<file path="src/rtl/ita_gelu_cfg.sv">
`default_nettype none
// +--------------------------------------------------------------------------+
// | Module  : ita_gelu_cfg                                                   |
// | Desc    : Double-buffered i-GELU constant / requant parameter registers. |
// |           Optional readback port when ITA_GELU_CFG_READBACK_EN defined.  |
// | Rev     : 1.0  initial release                                           |
// +--------------------------------------------------------------------------+
module ita_gelu_cfg #(
    parameter int GELU_CONSTANTS_WIDTH = 16,
    parameter int EMS                  = 8,
    parameter int SHIFT_W              = 5,
    parameter int WI                   = 8,
    parameter int DATA_W               = 32
) (
    input  logic                            clk_i,
    input  logic                            rst_ni,
    input  logic                            cfg_valid_i,
    output logic                            cfg_ready_o,
    input  logic [2:0]                      cfg_addr_i,
    input  logic [DATA_W-1:0]               cfg_data_i,
    input  logic                            busy_i,
    output logic [GELU_CONSTANTS_WIDTH-1:0] one_o,
    output logic [GELU_CONSTANTS_WIDTH-1:0] b_o,
    output logic [GELU_CONSTANTS_WIDTH-1:0] c_o,
    output logic [EMS-1:0]                  eps_mult_o,
    output logic [SHIFT_W-1:0]              right_shift_o,
    output logic [WI-1:0]                   add_o,
    output logic                            params_valid_o,
    output logic                            apply_o,
    output logic                            err_o
`ifdef ITA_GELU_CFG_READBACK_EN
    ,
    input  logic [2:0]                      rd_addr_i,
    output logic [DATA_W-1:0]               rd_data_o
`endif
);

    localparam int         c_CW         = GELU_CONSTANTS_WIDTH;
    localparam logic [2:0] c_ADDR_ONE   = 3'd0;
    localparam logic [2:0] c_ADDR_B     = 3'd1;
    localparam logic [2:0] c_ADDR_C     = 3'd2;
    localparam logic [2:0] c_ADDR_EPS   = 3'd3;
    localparam logic [2:0] c_ADDR_SHIFT = 3'd4;
    localparam logic [2:0] c_ADDR_ADD   = 3'd5;
    localparam logic [2:0] c_ADDR_COMMIT = 3'd6;
    localparam logic [2:0] c_ADDR_RSVD  = 3'd7;

    localparam logic [1:0] S_IDLE    = 2'd0;
    localparam logic [1:0] S_PENDING = 2'd1;
    localparam logic [1:0] S_APPLY   = 2'd2;

    logic [1:0]         r_state;
    logic [1:0]         w_state_next;
    logic               w_hs;
    logic               w_unused_data;

    logic [c_CW-1:0]    r_sh_one, r_sh_b, r_sh_c;
    logic [EMS-1:0]     r_sh_eps;
    logic [SHIFT_W-1:0] r_sh_shift;
    logic [WI-1:0]      r_sh_add;

    logic [c_CW-1:0]    r_one, r_b, r_c;
    logic [EMS-1:0]     r_eps;
    logic [SHIFT_W-1:0] r_shift;
    logic [WI-1:0]      r_add;
    logic               r_params_valid;
    logic               r_apply;
    logic               r_err;

    assign cfg_ready_o   = rst_ni & (r_state == S_IDLE);
    assign w_hs          = cfg_valid_i & cfg_ready_o;
    assign w_unused_data = ^cfg_data_i[DATA_W-1:c_CW];

    // Commit is only legal with a negative b, since the clip bound is -b.
    always_comb begin
        w_state_next = r_state;
        case (r_state)
            S_IDLE: begin
                if (w_hs && (cfg_addr_i == c_ADDR_COMMIT) && r_sh_b[c_CW-1])
                    w_state_next = S_PENDING;
            end
            S_PENDING: begin
                if (!busy_i)
                    w_state_next = S_APPLY;
            end
            S_APPLY:  w_state_next = S_IDLE;
            default:  w_state_next = S_IDLE;
        endcase
    end

    always_ff @(posedge clk_i) begin
        if (!rst_ni) begin
            r_state        <= S_IDLE;
            r_sh_one       <= '0;
            r_sh_b         <= '0;
            r_sh_c         <= '0;
            r_sh_eps       <= '0;
            r_sh_shift     <= '0;
            r_sh_add       <= '0;
            r_one          <= '0;
            r_b            <= '0;
            r_c            <= '0;
            r_eps          <= '0;
            r_shift        <= '0;
            r_add          <= '0;
            r_params_valid <= 1'b0;
            r_apply        <= 1'b0;
            r_err          <= 1'b0;
        end else begin
            r_state <= w_state_next;
            r_apply <= (r_state == S_APPLY);
            if (w_hs) begin
                case (cfg_addr_i)
                    c_ADDR_ONE:    r_sh_one   <= cfg_data_i[c_CW-1:0];
                    c_ADDR_B:      r_sh_b     <= cfg_data_i[c_CW-1:0];
                    c_ADDR_C:      r_sh_c     <= cfg_data_i[c_CW-1:0];
                    c_ADDR_EPS:    r_sh_eps   <= cfg_data_i[EMS-1:0];
                    c_ADDR_SHIFT:  r_sh_shift <= cfg_data_i[SHIFT_W-1:0];
                    c_ADDR_ADD:    r_sh_add   <= cfg_data_i[WI-1:0];
                    c_ADDR_COMMIT: if (!r_sh_b[c_CW-1]) r_err <= 1'b1;
                    c_ADDR_RSVD:   r_err <= 1'b1;
                    default:       r_err <= r_err;
                endcase
            end
            if (r_state == S_APPLY) begin
                r_one          <= r_sh_one;
                r_b            <= r_sh_b;
                r_c            <= r_sh_c;
                r_eps          <= r_sh_eps;
                r_shift        <= r_sh_shift;
                r_add          <= r_sh_add;
                r_params_valid <= 1'b1;
            end
        end
    end

    assign one_o          = r_one;
    assign b_o            = r_b;
    assign c_o            = r_c;
    assign eps_mult_o     = r_eps;
    assign right_shift_o  = r_shift;
    assign add_o          = r_add;
    assign params_valid_o = r_params_valid;
    assign apply_o        = r_apply;
    assign err_o          = r_err;

`ifdef ITA_GELU_CFG_READBACK_EN
    logic [DATA_W-1:0] r_rd_data;

    always_ff @(posedge clk_i) begin
        if (!rst_ni) begin
            r_rd_data <= '0;
        end else begin
            case (rd_addr_i)
                c_ADDR_ONE:    r_rd_data <= {{(DATA_W-c_CW){r_one[c_CW-1]}}, r_one};
                c_ADDR_B:      r_rd_data <= {{(DATA_W-c_CW){r_b[c_CW-1]}}, r_b};
                c_ADDR_C:      r_rd_data <= {{(DATA_W-c_CW){r_c[c_CW-1]}}, r_c};
                c_ADDR_EPS:    r_rd_data <= {{(DATA_W-EMS){1'b0}}, r_eps};
                c_ADDR_SHIFT:  r_rd_data <= {{(DATA_W-SHIFT_W){1'b0}}, r_shift};
                c_ADDR_ADD:    r_rd_data <= {{(DATA_W-WI){r_add[WI-1]}}, r_add};
                c_ADDR_COMMIT: r_rd_data <= {{(DATA_W-4){1'b0}}, r_err, r_params_valid, r_state};
                default:       r_rd_data <= '0;
            endcase
        end
    end

    assign rd_data_o = r_rd_data;
`else
    // Readback port absent in this build.
`endif

endmodule
`default_nettype wire

</file>
<file path="config.mk">
export PLATFORM = sky130hd
export DESIGN_NAME = ita_gelu_cfg
export DESIGN_NICKNAME = d
export VERILOG_FILES = /design/src/rtl/ita_gelu_cfg.sv
export SDC_FILE = /design/constraint.sdc
export NUM_CORES = 1
export LEC_CHECK = 0
export CAP_MARGIN = 25
export CORE_ASPECT_RATIO = 0.7
export CORE_MARGIN = 3
export CORE_UTILIZATION = 40
export DETAILED_ROUTE_END_ITERATION = 16
export GPL_TIMING_DRIVEN = 1
export PLACE_DENSITY = 0.74
export RECOVER_POWER = 50
export SYNTH_ARGS = -nofsm -noshare
export SYNTH_HDL_FRONTEND = slang
export SYNTH_SLANG_ARGS = --single-unit
</file>
<file path="constraint.sdc">
create_clock -name clk_i -period 1.8 [get_ports clk_i]
set_input_delay 0.27 -clock clk_i [delete_from_list [all_inputs] [get_ports clk_i]]
set_output_delay 0.27 -clock clk_i [all_outputs]
set_load 0.03 [all_outputs]
</file>
==> impl_results.md <==
* Post-Synth Simple-Gate Area at 18.8%
* Clock Sink Count at 143
* Top achievable clock speed at 0.574 GHz
* First-pass GRT wire length at 21300 um
* M1 GR Usage at 24.9%
* CP bufs+invs at 1
* Sw frac at 19.0%
* Slowest stage cell on the critical path: clkdlybuf4s50_1
* CTS Buf Count at 17
* Post_cts resized at 0
* Number of buffers added on ports at 95
* Post-synth top area share at 54.0%
* Syn nets at 610
* Sequential share of power at 41.3%
* Routed vias at 4138
* Psw at 1470 uW
* DRT Wirelength at 13500 um
* GPL Wtd Cong at 0.785
* Drt wl/cell at 16.3 um
* Core Area at 12700 sq um
* Period utilisation layout at 96.8%
* Routed vias/inst at 4.97
* Final Hold Viols at 0
* Max Fanout on Critical Path at 2
* Syn Area/Cell at 9.28 sq um
* Status: completed
* # diodes at 0
* Number of iterations in the first detailed-routing pass at 5
* Hold_buf cts at 0
* Crit. End Element: output pin
* Worst Setup Start Kind: register
* Cells after synthesis at 571
* Synth Area in Compound Gates at 10.2%
* Relative slew slack at 63.3%
* Setup_tns at 0 ns
* Seq/Total Area, Yosys at 54.0%
* Combinational Power Share at 3.3%
* Worst Setup SP: c_o[9]
* Antenna violations before repair at 0
* Post-Syn Area at 5300 sq um
* Unique masters post-synth at 25
* DP Worst Slack at -0.00205 ns
* Worst Path Required at 1.53 ns
* CTS tree: built
* CTS Buffer Depth at 2
* Area contributors post-synth: dfxtp_1 54%, nand2_1 16%, mux2i_1 13%
* Share of cells above drive strength 1 at 8.05%
* FFs w/ async S/R, synth at 0%
* Setup Viol. Count Final at 0
* CP Cell Sequence: clkdlybuf4s50_1
* Crit-path max cell delay at 0.69 ns
* Drc violations at 0
* CP top delay family: buffers and inverters
* Adder-cell area share of the yosys netlist at 0%
* Grt ovf at 0
* Number of synthesized flops with an enable pin at 0
* Dpl hpwl at 9000 um
* Pwr per Cell Area at 1090 nW/um^2
* Setup slack after layout at 0.0576 ns
* Largest net degree at the start of global routing at 54
* Biggest area consumer among synthesized cells: dfxtp_1
* Clock transition at path regs at 0.06 ns
* Worst hold path class: in2reg
* Row count at 34
* Die ar. at 14700 sq um
* Post-synth top flop: dfxtp_1
* Worst slew pin tran at 0.548 ns
* Post-Layout Inst Area at 7090 sq um
* Final nets at 698
* Xor/xnor cell area share of the yosys netlist at 0%
* I/O pins at 112
* Most frequent cells in the layout: 227 x nand2_1, 143 x dfxtp_1, 92 x clkdlybuf4s50_1, 69 x mux2i_1, 69 x a21boi_0
* Met3 GRT Util at 6.83%
* Multiplexer share of the synthesized area at 13.0%
* Flops & latches, synth at 143
* Internal Power at 6270 uW
* RSZ-0062 raised after global routing: false
* Largest family of logic cells by synthesized area: simple AND/OR/NAND/NOR gates
* Clk_skew at 0.00465 ns
* H-tree Lvls at 4
* Fin crit period at 1.74 ns
* Met2 usage in global routing at 29.2%
* Total power at 7750 uW
* WS Path Type: reg2out
* Leakage power at 0.00290 uW
* Critical path arrival at 1.47 ns
* Die Span X at 144 um
* Most used routing layer: met2
* Initial DRC Count at 194
* Max-cap viol count at 0
* Initial core utilization at 41.8%
* P&R area growth vs syn at 33.9%
* Yosys Warn Count at 0
* Die Ht at 102 um
* Most common cell after layout, fill and taps aside: nand2_1
* Max VDD drop at 698 uV
* Later-pin clock latency in the skew report at 0.42 ns
* Clock share of power at 55.4%
* Vias in the first global route at 4177
* Post-Route Hold Slack at 0.219 ns
* Detail Route Antenna Nets at 0
* FILL cells at 1131
* Tot GR Track Use at 19.0%
* Clock Tree Root: clkbuf_16
* Placement Cell Area at 6410 sq um
* Max Slew Vio Count at 0
* Hold path startpoint: rst_ni
* Total setup buffers inserted after CTS at 0
* R2r startpoint: r_state[0]
cell type report:
cell class                      count  area [sq um]  share of cell area (%)
Clock buffer                       20           467                    6.58
Clock inverter                     11           258                    3.63
Inverter                            1          3.75                  0.0529
Multi-Input combinational cell    385          2230                    31.4
Sequential cell                   143          2860                    40.4
Tap cell                          162           203                    2.86
Timing Repair Buffer              111          1070                    15.1
power by group through the flow:
stage          registers, uW  logic, uW  clock network [uW]
6_report                3200        256                4290
5_1_grt                 3200        273                4470
4_1_cts                 3200        259                4340
3_5_place_dp            3270        257                   0
3_3_place_gp            3270        250                   0
2_1_floorplan           3270        138                   0
routing by layer:
layer  vias up  wire length [um]
li1       2028                 -
met1      1973              6410
met2       119              5920
met3        18               920
met4         0               288
met5         -                 0
Yosys cell counts, types with 2 or more instances:
| library cell | n |
|---|---|
| a21boi_0 | 69 |
| buf_2 | 7 |
| buf_4 | 2 |
| buf_6 | 4 |
| clkbuf_1 | 29 |
| dfxtp_1 | 143 |
| mux2i_1 | 69 |
| nand2_1 | 227 |
| nand2b_1 | 2 |
| nand4b_1 | 3 |
| nor3b_1 | 2 |
flip-flops by register name, summed over array words and instances (netlist names), 2 cells and up:
name,flops
eps_mult_o,8
r_sh_shift,5
right_shift_o,5
r_sh_c,16
b_o,16
r_sh_b,16
one_o,16
add_o,8
r_state,2
r_sh_one,16
r_sh_add,8
c_o,16
r_sh_eps,8
stage by stage:
step	instances	utilization (%)
6_report	833	56.0
4_1_cts	833	56.3
2_1_floorplan	571	-
3_3_place_gp	802	50.6
5_1_grt	833	56.0
3_5_place_dp	802	50.6
cells by family after synthesis:
logic type | count (synthesis)
AOI/OAI and AO/OA | 72
DFF | 143
and+or+nand+nor | 244
muxes | 69
buffers and inverters | 43
worst paths after layout:
| check | to | slack, ns | cells past startpoint |
|---|---|---|---|
| max | c_o[9] | 0.06 | 1 |
| min reg2reg | err_o | 0.44 | 2 |
| min | r_state[1] | 0.22 | 3 |
| max reg2reg | r_sh_one[0] | 0.13 | 5 |
Power figures use the tool's default switching activity.
